[src/rtl/cpu_step_display.sv]
// Board front end for the multi-cycle CPU: push-button debounce into a single-step CPU clock
// plus a 4-digit multiplexed 7-segment view of CPU buses. Optional macro CPU_STEP_DP_EN lights dp on digit 0 while cpu_clk is high.
module cpu_step_display #(
    parameter int DEBOUNCE_CYCLES = 1000000,
    parameter int SCAN_CYCLES     = 100000
) (
    input  logic        CLK,
    input  logic        Reset,
    input  logic        step_btn,
    input  logic [1:0]  sel,
    input  logic [31:0] curPC,
    input  logic [31:0] nextPC,
    input  logic [31:0] ReadData1,
    input  logic [31:0] ReadData2,
    input  logic [31:0] result,
    input  logic [31:0] WriteData,
    input  logic [4:0]  rs,
    input  logic [4:0]  rt,
    output logic        cpu_clk,
    output logic        step_pulse,
    output logic [3:0]  an,
    output logic [7:0]  seg
);

    // state         | meaning
    // IDLE          | button released and stable, cpu_clk low
    // CHECK_PRESS   | s high, counting stable samples before accepting press
    // PRESSED       | button held and stable, cpu_clk high
    // CHECK_RELEASE | s low, counting stable samples before accepting release

    localparam int CNT_W  = $clog2(DEBOUNCE_CYCLES);
    localparam int SCAN_W = $clog2(SCAN_CYCLES);
    localparam logic [CNT_W-1:0]  CNT_LAST  = CNT_W'(DEBOUNCE_CYCLES - 1);
    localparam logic [SCAN_W-1:0] SCAN_LAST = SCAN_W'(SCAN_CYCLES - 1);

    typedef enum logic [1:0] {
        IDLE          = 2'd0,
        CHECK_PRESS   = 2'd1,
        PRESSED       = 2'd2,
        CHECK_RELEASE = 2'd3
    } db_state_t;

    db_state_t        state, state_nxt;
    logic [CNT_W-1:0] cnt, cnt_nxt;
    logic [1:0]       sync_q;
    logic             s;
    logic             clk_nxt;
    logic             pulse_nxt;

    assign s = sync_q[1];

    always_ff @(posedge CLK or negedge Reset) begin
        if (!Reset) begin
            sync_q     <= '0;
            state      <= IDLE;
            cnt        <= '0;
            cpu_clk    <= 1'b0;
            step_pulse <= 1'b0;
        end else begin
            sync_q     <= {sync_q[0], step_btn};
            state      <= state_nxt;
            cnt        <= cnt_nxt;
            cpu_clk    <= clk_nxt;
            step_pulse <= pulse_nxt;
        end
    end

    always_comb begin
        state_nxt = state;
        cnt_nxt   = cnt;
        pulse_nxt = 1'b0;
        case (state)
            IDLE: begin
                if (s) state_nxt = CHECK_PRESS;
            end
            CHECK_PRESS: begin
                if (!s) begin
                    state_nxt = IDLE;
                end else if (cnt == CNT_LAST) begin
                    state_nxt = PRESSED;
                    pulse_nxt = 1'b1;
                end else begin
                    cnt_nxt = cnt + CNT_W'(1);
                end
            end
            PRESSED: begin
                if (!s) state_nxt = CHECK_RELEASE;
            end
            CHECK_RELEASE: begin
                if (s) begin
                    state_nxt = PRESSED;
                end else if (cnt == CNT_LAST) begin
                    state_nxt = IDLE;
                end else begin
                    cnt_nxt = cnt + CNT_W'(1);
                end
            end
            default: state_nxt = IDLE;
        endcase
        // the stability counter restarts on any state change
        if (state_nxt != state) cnt_nxt = '0;
        clk_nxt = (state_nxt == PRESSED) || (state_nxt == CHECK_RELEASE);
    end

    function automatic logic [6:0] hex7(input logic [3:0] n);
        case (n)
            4'h0: hex7 = 7'h40;
            4'h1: hex7 = 7'h79;
            4'h2: hex7 = 7'h24;
            4'h3: hex7 = 7'h30;
            4'h4: hex7 = 7'h19;
            4'h5: hex7 = 7'h12;
            4'h6: hex7 = 7'h02;
            4'h7: hex7 = 7'h78;
            4'h8: hex7 = 7'h00;
            4'h9: hex7 = 7'h10;
            4'hA: hex7 = 7'h08;
            4'hB: hex7 = 7'h03;
            4'hC: hex7 = 7'h46;
            4'hD: hex7 = 7'h21;
            4'hE: hex7 = 7'h06;
            default: hex7 = 7'h0E;
        endcase
    endfunction

    logic [SCAN_W-1:0] scan_cnt;
    logic [1:0]        digit, digit_nxt;
    logic [7:0]        left_b, right_b;
    logic [3:0]        nib;
    logic [3:0]        an_q;
    logic [6:0]        seg_q;
    logic              dp;
    logic              unused_bits;

    assign unused_bits = ^{curPC[31:8], nextPC[31:8], ReadData1[31:8],
                           ReadData2[31:8], result[31:8], WriteData[31:8]};

    always_comb begin
        left_b  = '0;
        right_b = '0;
        case (sel)
            2'b00: begin left_b = curPC[7:0];   right_b = nextPC[7:0];    end
            2'b01: begin left_b = {3'b000, rs}; right_b = ReadData1[7:0]; end
            2'b10: begin left_b = {3'b000, rt}; right_b = ReadData2[7:0]; end
            default: begin left_b = result[7:0]; right_b = WriteData[7:0]; end
        endcase
    end

    assign digit_nxt = digit + 2'd1;

    always_comb begin
        nib = '0;
        case (digit_nxt)
            2'd0: nib = right_b[3:0];
            2'd1: nib = right_b[7:4];
            2'd2: nib = left_b[3:0];
            default: nib = left_b[7:4];
        endcase
    end

    // digit index starts at 3 so the first wrap lands on digit 0
    always_ff @(posedge CLK or negedge Reset) begin
        if (!Reset) begin
            scan_cnt <= '0;
            digit    <= 2'd3;
            an_q     <= 4'hF;
            seg_q    <= 7'h7F;
        end else if (scan_cnt == SCAN_LAST) begin
            scan_cnt <= '0;
            digit    <= digit_nxt;
            an_q     <= ~(4'b0001 << digit_nxt);
            seg_q    <= hex7(nib);
        end else begin
            scan_cnt <= scan_cnt + SCAN_W'(1);
        end
    end

`ifdef CPU_STEP_DP_EN
    // digit only reaches 0 through a load, so digit==0 means digit 0 is shown
    assign dp = ~((digit == 2'd0) && cpu_clk);
`else
    assign dp = 1'b1;
`endif

    assign an  = an_q;
    assign seg = {dp, seg_q};

endmodule
[config.mk]
export PLATFORM = sky130hd
export DESIGN_NAME = cpu_step_display
export DESIGN_NICKNAME = d
export VERILOG_FILES = /design/src/rtl/cpu_step_display.sv
export SDC_FILE = /design/constraint.sdc
export NUM_CORES = 1
export LEC_CHECK = 0
export ABC_AREA = 1
export CAP_MARGIN = 30
export CORE_ASPECT_RATIO = 0.5
export CORE_MARGIN = 2
export CORE_UTILIZATION = 30
export DETAILED_ROUTE_END_ITERATION = 6
export PLACE_DENSITY = 0.8
export SKIP_LAST_GASP = 1
export SYNTH_ARGS = -nofsm -noshare
export SYNTH_HDL_FRONTEND = slang
export SYNTH_SLANG_ARGS = --single-unit
[constraint.sdc]
create_clock -name CLK -period 2.2 [get_ports CLK]
set_clock_uncertainty 0.2 [all_clocks]
set_input_delay 0.66 -clock CLK [delete_from_list [all_inputs] [get_ports CLK]]
set_output_delay 0.66 -clock CLK [all_outputs]
set_load 0.01 [all_outputs]
### After elaboration in Yosys (flattened, before gate mapping)

Memory sizes are Yosys's and may differ from the RTL's. A register that Yosys moved wholly into a read port is not among the register bits.
Cells that the tools add are included.
Widths: inputs -> output; s select.

* add/subtract/negate cells: 3
* multiply operators: 0
* div/mod/pow operators: 0
* magnitude comparators: 0
* equal/unequal tests: 14
* shifts and indexed selects: 1
* muxes and demuxes: 19
* bitwise logic cells: 1
* reductions and logical operators: 7

Operators by type and width (count)
* $mux 20: 4
* $pmux 8 s3: 2
* $pmux 20 s2: 1
* $add 20x1->20 const B: 1
* $eq 20x20->1 const B: 1
* $add 17x1->17 const B: 1
* $eq 17x17->1 const B: 1
* $mux 17: 1
* $eq 2x2->1 const B: 6
* $mux 2: 6
* $pmux 4 s3: 1
* $pmux 2 s4: 1
* $eq 2x1->1 const B: 3
* $logic_not 2->1: 3
* $ne 3x3->1 const B: 2
* $not 4->4: 1
* $shl 1x2->4 const A: 1
* $mux 1: 3
* $reduce_and 3->1: 1
* $reduce_bool 3->1: 1
* $add 2x1->2 const B: 1
* $ne 2x2->1: 1
* $logic_not 1->1: 1
* $logic_or 1x1->1: 1

* flip-flop bits (word level): 49
* bits in latches: 0
* RAM bits: 0
* ROM bits: 112
* memories: 1

Memory list
* (name not given): depth 16, bits a word 7, rd ports 1, clocked after memory_dff 1, write ports 0, RTL line 106 `case (n)`

### Depth between registers and ports, before layout

Gate-level depths: netlist (run 1).

* depth after elaboration: 7
* mapped depth: 16
* depth with buffers taken out: 15

### Worst setup path before layout (run 1)

Ideal clock, no wire load.

* kind: input to register
* from: input sel[1]
* to: register seg_q[3]
* library setup time: 0.061 ns
* data arrival time: 2.094 ns
* setup slack: -0.155 ns
* stages on the path: 13
* path buffers: 2
* path through: buf_6 clkbuf_1 o21ai_0 nand3_1 nand2_1 nand2_1 o21bai_1 ha_1 nand3_1 nand2_1 nand2_1 nand3_1 nand2_1

* longest elaborated chain between the ends: 3
* elaborated cells on any way between the ends: 6
* those cells by class: 2 x eq/ne; 3 x mux; 1 x reduce/logical

RTL lines
* start: declaration: RTL line 10 `input logic [1:0] sel,`
* $eq 2x2->1 (tied with other cells): RTL line 141 `case (sel)`
* $pmux 8 s3: RTL line 141
* $pmux 4 s3 *: RTL line 153 `case (digit_nxt)`
* end: declaration: RTL line 131 `logic [6:0] seg_q;`

Mark *: on every way between the ends. The rest lies on a longest branch, timed or not.
A chain may end at the register's enable or synchronous reset.

### Worst setup path after layout (run 1)

* from: input ReadData1[0]
* to: register seg_q[1]

* longest elaborated chain between the ends: 2

RTL lines
* start: declaration: RTL line 13 `input logic [31:0] ReadData1,`
* $pmux 8 s3: RTL line 141
* $pmux 4 s3: RTL line 153

No other way between the ends.

==> impl_results.md, run 1 <==
* First-pass GRT wire length at 17.3 mm
* Number of nets with antenna violations after routing at 0
* Max-cap viol count at 0
* Initial DRC Count at 177
* Worst-case vdd ir drop at 0.000306 V
* R2R setup slack at -0.02 ns
* CTS buffer count at 5
* Tmin final at 2.26 ns
* Power Density at 449 nW/um2
* Commonest non-fill, non-tap cell in the layout: nand2_1
* Core region area at 12,000 um2
* Worst-Skew Late Latency at 0.31 ns
* CTS Sinks at 56
* Final Wtd Congestion at 0.930
* Dpl cell area at 4910 um2
* Largest net degree at the start of global routing at 23
* Final Util at 45.6%
* Setup WS post-layout at -0.0568 ns
* N_diodes at 0
* Critical Path Max Stage Delay at 0.49 ns
* Slowest-stage cell, CP: clkdlybuf4s50_1
* Fmax at 443 MHz
* Critical Path End Type: register
* Clock-pin slew on the worst setup and hold paths at 0.07 ns
* Leakage power at 2.55 nW
* Number of vias in the routed layout at 3,997
* Initial core utilization at 31.3%
* Sequential area share after synthesis at 37.7%
* Final net count at 875
* Commonest cells after routing, fill and taps aside: nand2_1, inv_1, nor2_1
* Top cell by count, worst path: nand2_1
* Fill cells at 1,159
* Fin crit share at 103%
* Worst Setup SP: ReadData1[0]
* CP Cell Sequence: clkdlybuf4s50_1 > nand2_1 > nand3_1 > nand2_1 > nand2_2 > buf_6 > o21bai_4 > ha_4 > nand3_2 > nor2_2 > nor2_1 > a21oi_1
* Max Root-Sink Buffers at 2
* CP startpoint kind: input port
* YS warnings at 0
* RR Startpoint: digit[0]
* Setup tns final at -0.140 ns
* Cell family with most CP delay: buffers and inverters
* Crit path DAT at 2.30 ns
* Row cnt at 28
* RR Endpoint: seg_q[1]
* Area delta synth->final at 45.7%
* Clock root buffer: clkbuf_16
* Top Ports at 221
* Die area at 13,500 um2
* Type of the most critical hold path: input port to asynchronous set/reset pin
* Number of hold buffers added after CTS at 0
* Flop and latch count out of synthesis at 56
* Failing checks: setup timing
* WP data required at 2.24 ns
* Initial antenna violation count at 0
* Die H at 83.2 um
* TritonCTS clock tree: yes
* I/O Buffers at 75
* Fin. Hold Viols at 0
* Syn_nets at 761
* Final setup violation count at 4
* Syn Inst Count at 542
* Total iterations of the first detailed-routing run at 5
* HPWL after DPL at 7.71 mm
* Vias in the first global route at 3,841
* WP buf/inv at 2
* Critical Setup Path Class: input port to register
* Grt ovf at 0
* Proportion of layout cells with a drive suffix above 1 at 20.9%
* Crit path to: seg_q[1]
* Post-route insts no fill at 822
* Via-per-instance ratio at 4.86
* Maximum fanout along the worst path at 2
* Gr usage total at 15.4%
* Outcome: complete, but fails checks
* Max-slew violation count at 0
* Reg2Reg Depth at 13
* PnR Total Power at 0.00246 W
* Dpl cells at 802
* Overall routed net length at 10.6 mm
* Die X at 162 um
* Synth cell types at 34
* Post-Syn Area per Cell at 6.94 um2
* Avg WL per Cell at 12.9 um
* H-tree levels at 2
* Mapped cell area at 3760 um2
* Crit path depth at 12
* Final non-filler cell area at 5480 um2
* RSZ-0062 raised after global routing: yes
* DRC errors left at 0
-- synthesized netlist by cell type --
cell type,number,share of area (%)
nand2_1,132,13
inv_1,71,7.1
nor2_1,69,6.9
nand3_1,50,6.7
dfrtp_1,43,29
o21ai_0,35,4.7
nand4_1,18,3.0
a21oi_1,17,2.3
nor3_1,17,2.3
nor4_1,14,2.3
dfstp_2,13,9.1
ha_1,12,4.0
xor2_1,8,1.9
inv_2,5,0.50
nand2_2,5,0.83
buf_2,3,0.40
clkbuf_1,3,0.30
nand3_2,3,0.80
nor2_4,3,0.90
a31oi_1,2,0.33
buf_4,2,0.40
buf_6,2,0.60
nand3b_1,2,0.40
nor2_2,2,0.33
o21ai_2,2,0.47
a31o_2,1,0.23
and2_1,1,0.17
clkbuf_2,1,0.13
conb_1,1,0.10
nor4_2,1,0.33
o21ai_1,1,0.13
o21ai_4,1,0.43
o21bai_1,1,0.20
or2_2,1,0.17
-- area by class of cell --
class	count	area [um2]	area share, %
inverter	76	295	5.39
tap	165	206	3.77
timing repair buffer	117	1130	20.6
clock inverter	3	46.3	0.845
sequential	56	1420	25.9
multi-input combinational	400	2260	41.2
clock buffer	5	125	2.28
-- registers in the layout (all words and copies together), names as in the netlist --
name	count
seg_q	7
state	2
scan_cnt	17
an	4
sync_q	2
step_pulse	1
digit	2
cpu_clk	1
cnt	20
-- worst register-to-register path, cell delays in order (launching register included) --
cell     delay (ns)
dfstp_2        0.60
buf_6          0.12
ha_4           0.13
inv_4          0.04
nor2_1         0.08
nand2_1        0.07
nand2_2        0.07
o21ai_4        0.07
buf_12         0.13
ha_4           0.25
nand3_2        0.08
nor2_2         0.11
nor2_1         0.05
a21oi_1        0.14
-- per-stage QoR --
stage	setup WS [ns]	hold WS, ns
floorplan	-0.0867	0.131
global placement	-0.757	0.133
detailed placement	-0.829	0.141
CTS	-0.0639	0.0976
global route	-0.155	0.119
finish	-0.0568	0.0858
-- power by group --
| part | switching [W] | internal [W] |
|---|---|---|
| Sequential | 0.0000219 | 0.00105 |
| Clock | 0.000389 | 0.000542 |
| Combinational | 0.000227 | 0.000236 |
-- logic make-up after synthesis --
logic type | count (synthesis) | synth area share, %
flip-flops | 56 | 37.7
AND/OR/NAND/NOR | 318 | 38.2
adder cells (fa/ha/maj) | 12 | 3.99
AO/OA/AOI/OAI | 60 | 8.72
other | 1 | 0.0997
XOR/XNOR | 8 | 1.86
buffers and inverters | 87 | 9.41
-- layer usage --
| layer | up-vias | track usage (%) | part of all wire [%] |
|---|---|---|---|
| li1 | 1990 | - | - |
| met1 | 1843 | 19.4 | 43 |
| met2 | 140 | 25.8 | 49 |
| met3 | 24 | 3.20 | 6.0 |
| met4 | 0 | 6.36 | 2.1 |
| met5 | - | 0 | 0 |
-- worst min path at each step --
stage,slack (ns),to,startpoint
final,0.09,cnt[4],Reset
after global routing,0.12,cnt[9],Reset
after CTS,0.1,cnt[4],Reset
after detailed placement,0.14,sync_q[1],sync_q[0]
after global placement,0.13,sync_q[1],sync_q[0]
after floorplan,0.13,sync_q[1],sync_q[0]
-- timing repair --
action | 4_1_cts | 5_1_grt
setup buffers | 2 | 8
gates cloned | 2 | 0
endpoints found under the setup margin | 18 | 9
pin swaps | 14 | 51
gates resized for setup | 45 | 67
Power figures use the tool's default switching activity.
==> run 2, diff against run 1 <==
==> constraint.sdc (replaced) <==
create_clock -name CLK -period 2 [get_ports CLK]
set_clock_uncertainty 0.2 [all_clocks]
set_input_delay 0.4 -clock CLK [delete_from_list [all_inputs] [get_ports CLK]]
set_output_delay 0.4 -clock CLK [all_outputs]
set_load 0.01 [all_outputs]
==> run 2 against run 1 <==
Net effect: register-to-register slack got worse by 0.17 ns; the run still ends with setup timing left; cell count increased by 2.2%; die area unchanged; hold slack improved by 0.069 ns; via count increased by 0.43%; clock-buffer cell count unchanged; critical path type is now register to register; clock power decreased by 6.0%; power increased by 4.8%.
==> impl_results.md, run 2 (synthesized netlist as in run 1, its figures left out) <==
* Initial DRC Count at 216
* Fin. Hold Viols at 0
* Max Root-Sink Buffers at 2
* Row cnt at 28
* Core region area at 12,000 um2
* Max reg flops at 20
* Die X at 162 um
* Tmin final at 2.19 ns
* Final net count at 893
* TritonCTS clock tree: yes
* Initial antenna violation count at 0
* Setup WS post-layout at -0.188 ns
* Area delta synth->final at 49.1%
* Crit path DAT at 2.22 ns
* Max-slew violation count at 0
* Type of the most critical hold path: register to register
* WP data required at 2.03 ns
* Vias in the first global route at 3,804
* Total iterations of the first detailed-routing run at 6
* Maximum fanout along the worst path at 3
* Avg WL per Cell at 12.3 um
* Final Util at 46.7%
* CTS Sinks at 56
* Die H at 83.2 um
* Setup tns final at -1.16 ns
* Initial core utilization at 31.3%
* Proportion of layout cells with a drive suffix above 1 at 23.3%
* DRC errors left at 0
* Die area at 13,500 um2
* Failing checks: setup timing
* Number of vias in the routed layout at 4,014
* Grt ovf at 0
* CP startpoint kind: register
* Leakage power at 2.51 nW
* Top Ports at 221
* HPWL after DPL at 7.71 mm
* Number of nets with antenna violations after routing at 0
* Power Density at 460 nW/um2
* Top Registers: cnt (20), scan_cnt (17), seg_q (7)
* Overall routed net length at 10.3 mm
* First-pass GRT wire length at 16.9 mm
* Critical Setup Path Class: register to register
* Via-per-instance ratio at 4.78
* Clock-pin slew on the worst setup and hold paths at 0.07 ns
* Clock root buffer: clkbuf_16
* Biggest register: cnt
* RSZ-0062 raised after global routing: yes
* N_diodes at 0
* Max-cap viol count at 0
* Fmax at 457 MHz
* Fin crit share at 109%
* Worst-Skew Late Latency at 0.30 ns
* Outcome: complete, but fails checks
* Gr usage total at 14.9%
* Critical Path End Type: register
* H-tree levels at 2
* Largest net degree at the start of global routing at 22
* Final setup violation count at 7
* Final Wtd Congestion at 0.905
* CTS buffer count at 5
* Post-Place Setup Slack at -0.690 ns
* Worst-case vdd ir drop at 0.000300 V
* Commonest cells after routing, fill and taps aside: nand2_1, clkdlybuf4s50_1, inv_1
* Commonest non-fill, non-tap cell in the layout: nand2_1
* I/O Buffers at 75
## run 2: cell types whose count changed in the layout (fill, tap and decap cells not counted), moves of 4 or more
cell | before | now
clkdlybuf4s50_1 | 49 | 67
buf_4 | 35 | 51
dlygate4sd2_1 | 11 | 2
dlymetal6s2s_1 | 12 | 5
o21ai_0 | 27 | 32
nand3_2 | 12 | 8
## run 2: final timing paths
path	start	end	slack, ns	depth (start not counted)
min reg2reg	sync_q[0]	sync_q[1]	0.15	0
max	digit[0]	seg_q[3]	-0.19	15
min	sync_q[0]	sync_q[1]	0.15	0
min in group asynchronous	Reset	cnt[4]	0.38	2
max reg2reg	digit[0]	seg_q[3]	-0.19	15
max in group asynchronous	Reset	seg_q[0]	0.67	3
## run 2: power by group
group          internal [W]  total [W]  switching [W]
clock network      0.000467   0.000874       0.000407
logic              0.000280   0.000538       0.000258
registers           0.00115    0.00117      0.0000164
## run 2: stage by stage
step | cells | power [W] | instance area, um2 | hold WS (ns)
global route | 840 | 0.00271 | 5610 | 0.167
detailed placement | 818 | 0.00164 | 5040 | 0.140
floorplan | 542 | 0.00138 | 3790 | -0.0956
global placement | 818 | 0.00163 | 5040 | 0.133
finish | 840 | 0.00258 | 5610 | 0.154
CTS | 832 | 0.00253 | 5320 | 0.157
## run 2: repair_timing
item                                    4_1_cts  5_1_grt
cloned                                        3        0
resized for setup                            26       55
endpoints found under the setup margin        7       24
setup buffers                                 2        8
endpoints found under the hold margin        16        0
hold buffers                                  1        0
pin swaps                                    21       22
## run 2: area by class of cell
| type | count | area (um2) |
|---|---|---|
| repair buffers | 135 | 1240 |
| clock buffers | 5 | 125 |
| fillers | 1141 | 6410 |
| clock inverters | 3 | 21.3 |
| flip-flops and latches | 56 | 1420 |
| multi-input cells | 400 | 2290 |
| inverters | 76 | 298 |
| well taps | 165 | 206 |
## run 2: metal layers
| metal | global-route usage [%] | wire length [um] | vias to the layer above | part of all wire (%) |
|---|---|---|---|---|
| li1 | - | - | 2030 | - |
| met1 | 19.6 | 4700 | 1837 | 46 |
| met2 | 25.5 | 4990 | 129 | 48 |
| met3 | 2.50 | 453 | 18 | 4.4 |
| met4 | 4.02 | 158 | 0 | 1.5 |
| met5 | 0 | 0 | - | 0 |
## run 2: critical path: stages (launching register included)
cell	delay, ns
dfstp_2	0.62
inv_4	0.07
ha_4	0.17
inv_4	0.05
nor2_1	0.05
nand2_1	0.07
nand2_2	0.09
nor2_4	0.14
nor2_4	0.07
ha_4	0.18
inv_1	0.09
nand2_2	0.07
nand2_1	0.08
nand2_1	0.05
nand3_1	0.07
nand2_1	0.06
==> run 3, diff against run 2 <==
CAP_MARGIN = default   (was 30)
CORE_ASPECT_RATIO = default   (was 0.5)
DONT_BUFFER_PORTS = 1   (was default)
PLACE_DENSITY = 0.56   (was 0.8)
==> run 3 against run 2 <==
Net effect: the flow still finishes with violations (setup timing); sequential power about the same; via count down 8.9%; non-clock buffer count down 86; die area down 0.40%; combinational power down 35%; power down 6.5%; wire length down 4.9%; highest routed layer unchanged.
==> impl_results.md, run 3 (synthesized netlist as in run 1, its figures left out) <==
* CP Cell Sequence: inv_4 > ha_4 > inv_4 > nor2_2 > nand2_1 > nand2_2 > o21ai_4 > ha_4 > inv_1 > nand2_1 > nand3_1 > nand2_2 > nand2_2 > nand2_2
* Core region area at 12,100 um2
* Grt ovf at 0
* Reg2Reg Depth at 14
* Type of the most critical hold path: register to register
* HPWL after DPL at 7.42 mm
* Fin crit share at 114%
* Initial antenna violation count at 0
* RR Startpoint: digit[0]
* WP buf/inv at 3
* Overall routed net length at 9.80 mm
* R2R setup slack at -0.29 ns
* CTS buffer count at 5
* Setup WS post-layout at -0.287 ns
* Worst Setup SP: digit[0]
* Max Root-Sink Buffers at 2
* CP startpoint kind: register
* Worst hold margin at 0.181 ns
* Commonest cells after routing, fill and taps aside: nand2_1, inv_1, nor2_1
* Avg WL per Cell at 13.0 um
* Area delta synth->final at 27.4%
* Number of nets with antenna violations after routing at 0
* Die area at 13,400 um2
* Fill cells at 1,308
* H-tree levels at 2
* Critical Path End Type: register
* Clock root buffer: clkbuf_16
* Biggest register: cnt
* First-pass GRT wire length at 16.3 mm
* Cell family with most CP delay: flip-flops
* Power Density at 503 nW/um2
* RSZ-0062 raised after global routing: yes
* Die H at 116 um
* Slowest-stage cell, CP: dfstp_2
* Total iterations of the first detailed-routing run at 4
* Gr usage total at 14.9%
* DRC errors left at 0
* Crit path DAT at 2.32 ns
* Fmax at 437 MHz
* Leakage power at 2.14 nW
* Commonest non-fill, non-tap cell in the layout: nand2_1
* Worst-Skew Late Latency at 0.29 ns
* Vias in the first global route at 3,501
* Top cell by count, worst path: nand2_2
* Final Wtd Congestion at 0.879
* Top Registers: cnt (20), scan_cnt (17), seg_q (7)
* Max-slew violation count at 0
* Clock-pin slew on the worst setup and hold paths at 0.07 ns
* Post-Place Setup Slack at -0.313 ns
* Max-cap viol count at 0
* Row cnt at 40
* I/O Buffers at 0
* Worst-case vdd ir drop at 0.000293 V
* Final Util at 39.6%
* Number of vias in the routed layout at 3,656
* Initial core utilization at 31.1%
* Top Ports at 221
* Tmin final at 2.29 ns
* Crit path depth at 14
* Maximum fanout along the worst path at 4
* Fin. Hold Viols at 0
* Proportion of layout cells with a drive suffix above 1 at 26.2%
* Max reg flops at 20
* Outcome: complete, but fails checks
* TritonCTS clock tree: yes
* WP data required at 2.04 ns
* Critical Path Max Stage Delay at 0.62 ns
* Final setup violation count at 7
* Crit path to: seg_q[0]
* Critical Setup Path Class: register to register
* Die X at 116 um
* Initial DRC Count at 124
* Final net count at 806
* Largest net degree at the start of global routing at 57
* RR Endpoint: seg_q[0]
* N_diodes at 0
* Via-per-instance ratio at 4.84
* CTS Sinks at 56
* Failing checks: setup timing
-- run 3: timing repair --
action,in CTS,in global routing
endpoints found under the hold margin,57,0
pin swaps,16,33
hold buffers,3,0
cloned,0,0
buffers inserted,3,9
endpoints found under the setup margin,8,21
gates resized for setup,26,51
-- run 3: cell type report --
| class | instances | area, um2 | area share [%] |
|---|---|---|---|
| inverter | 76 | 298 | 6.21 |
| tap | 168 | 210 | 4.39 |
| sequential | 56 | 1420 | 29.6 |
| clock inverter | 1 | 7.51 | 0.157 |
| multi-input combinational | 399 | 2310 | 48.1 |
| timing repair buffer | 49 | 409 | 8.54 |
| clock buffer | 7 | 143 | 2.98 |
-- run 3: stage by stage --
step | area [um2] | power (W) | TNS (ns) | cells
finish | 4790 | 0.00241 | -1.71 | 756
global route | 4790 | 0.00254 | -2.64 | 756
CTS | 4510 | 0.00239 | -1.34 | 747
detailed placement | 4180 | 0.00145 | -1.59 | 733
global placement | 4180 | 0.00144 | -1.40 | 733
floorplan | 3790 | 0.00138 | -0.105 | 542
-- run 3: worst min path at each step --
stage,start,to,depth (start not counted)
finish,sync_q[0],sync_q[1],0
global route,sync_q[0],sync_q[1],0
CTS,sync_q[0],sync_q[1],0
detailed placement,Reset,scan_cnt[9],0
global placement,Reset,scan_cnt[8],0
floorplan,Reset,cnt[0],0
-- run 3: report_power, final --
| group | internal, W | switching [W] | total [W] |
|---|---|---|---|
| combinational | 0.000142 | 0.000206 | 0.000348 |
| clock | 0.000500 | 0.000386 | 0.000885 |
| sequential | 0.00115 | 0.0000258 | 0.00118 |
-- run 3: routing by layer --
layer | up-vias | part of all wire (%) | track usage, %
li1 | 1840 | - | -
met3 | 6 | 6.0 | 2.51
met5 | - | 0 | 0
met4 | 0 | 0.96 | 4.37
met1 | 1690 | 45 | 20.2
met2 | 120 | 48 | 24.7
-- run 3: worst reg2reg max path: stages (launching register included) --
cell	delay [ns]
dfstp_2	0.62
inv_4	0.08
ha_4	0.18
inv_4	0.07
nor2_2	0.03
nand2_1	0.06
nand2_2	0.07
o21ai_4	0.28
ha_4	0.21
inv_1	0.05
nand2_1	0.08
nand3_1	0.09
nand2_2	0.08
nand2_2	0.06
nand2_2	0.06
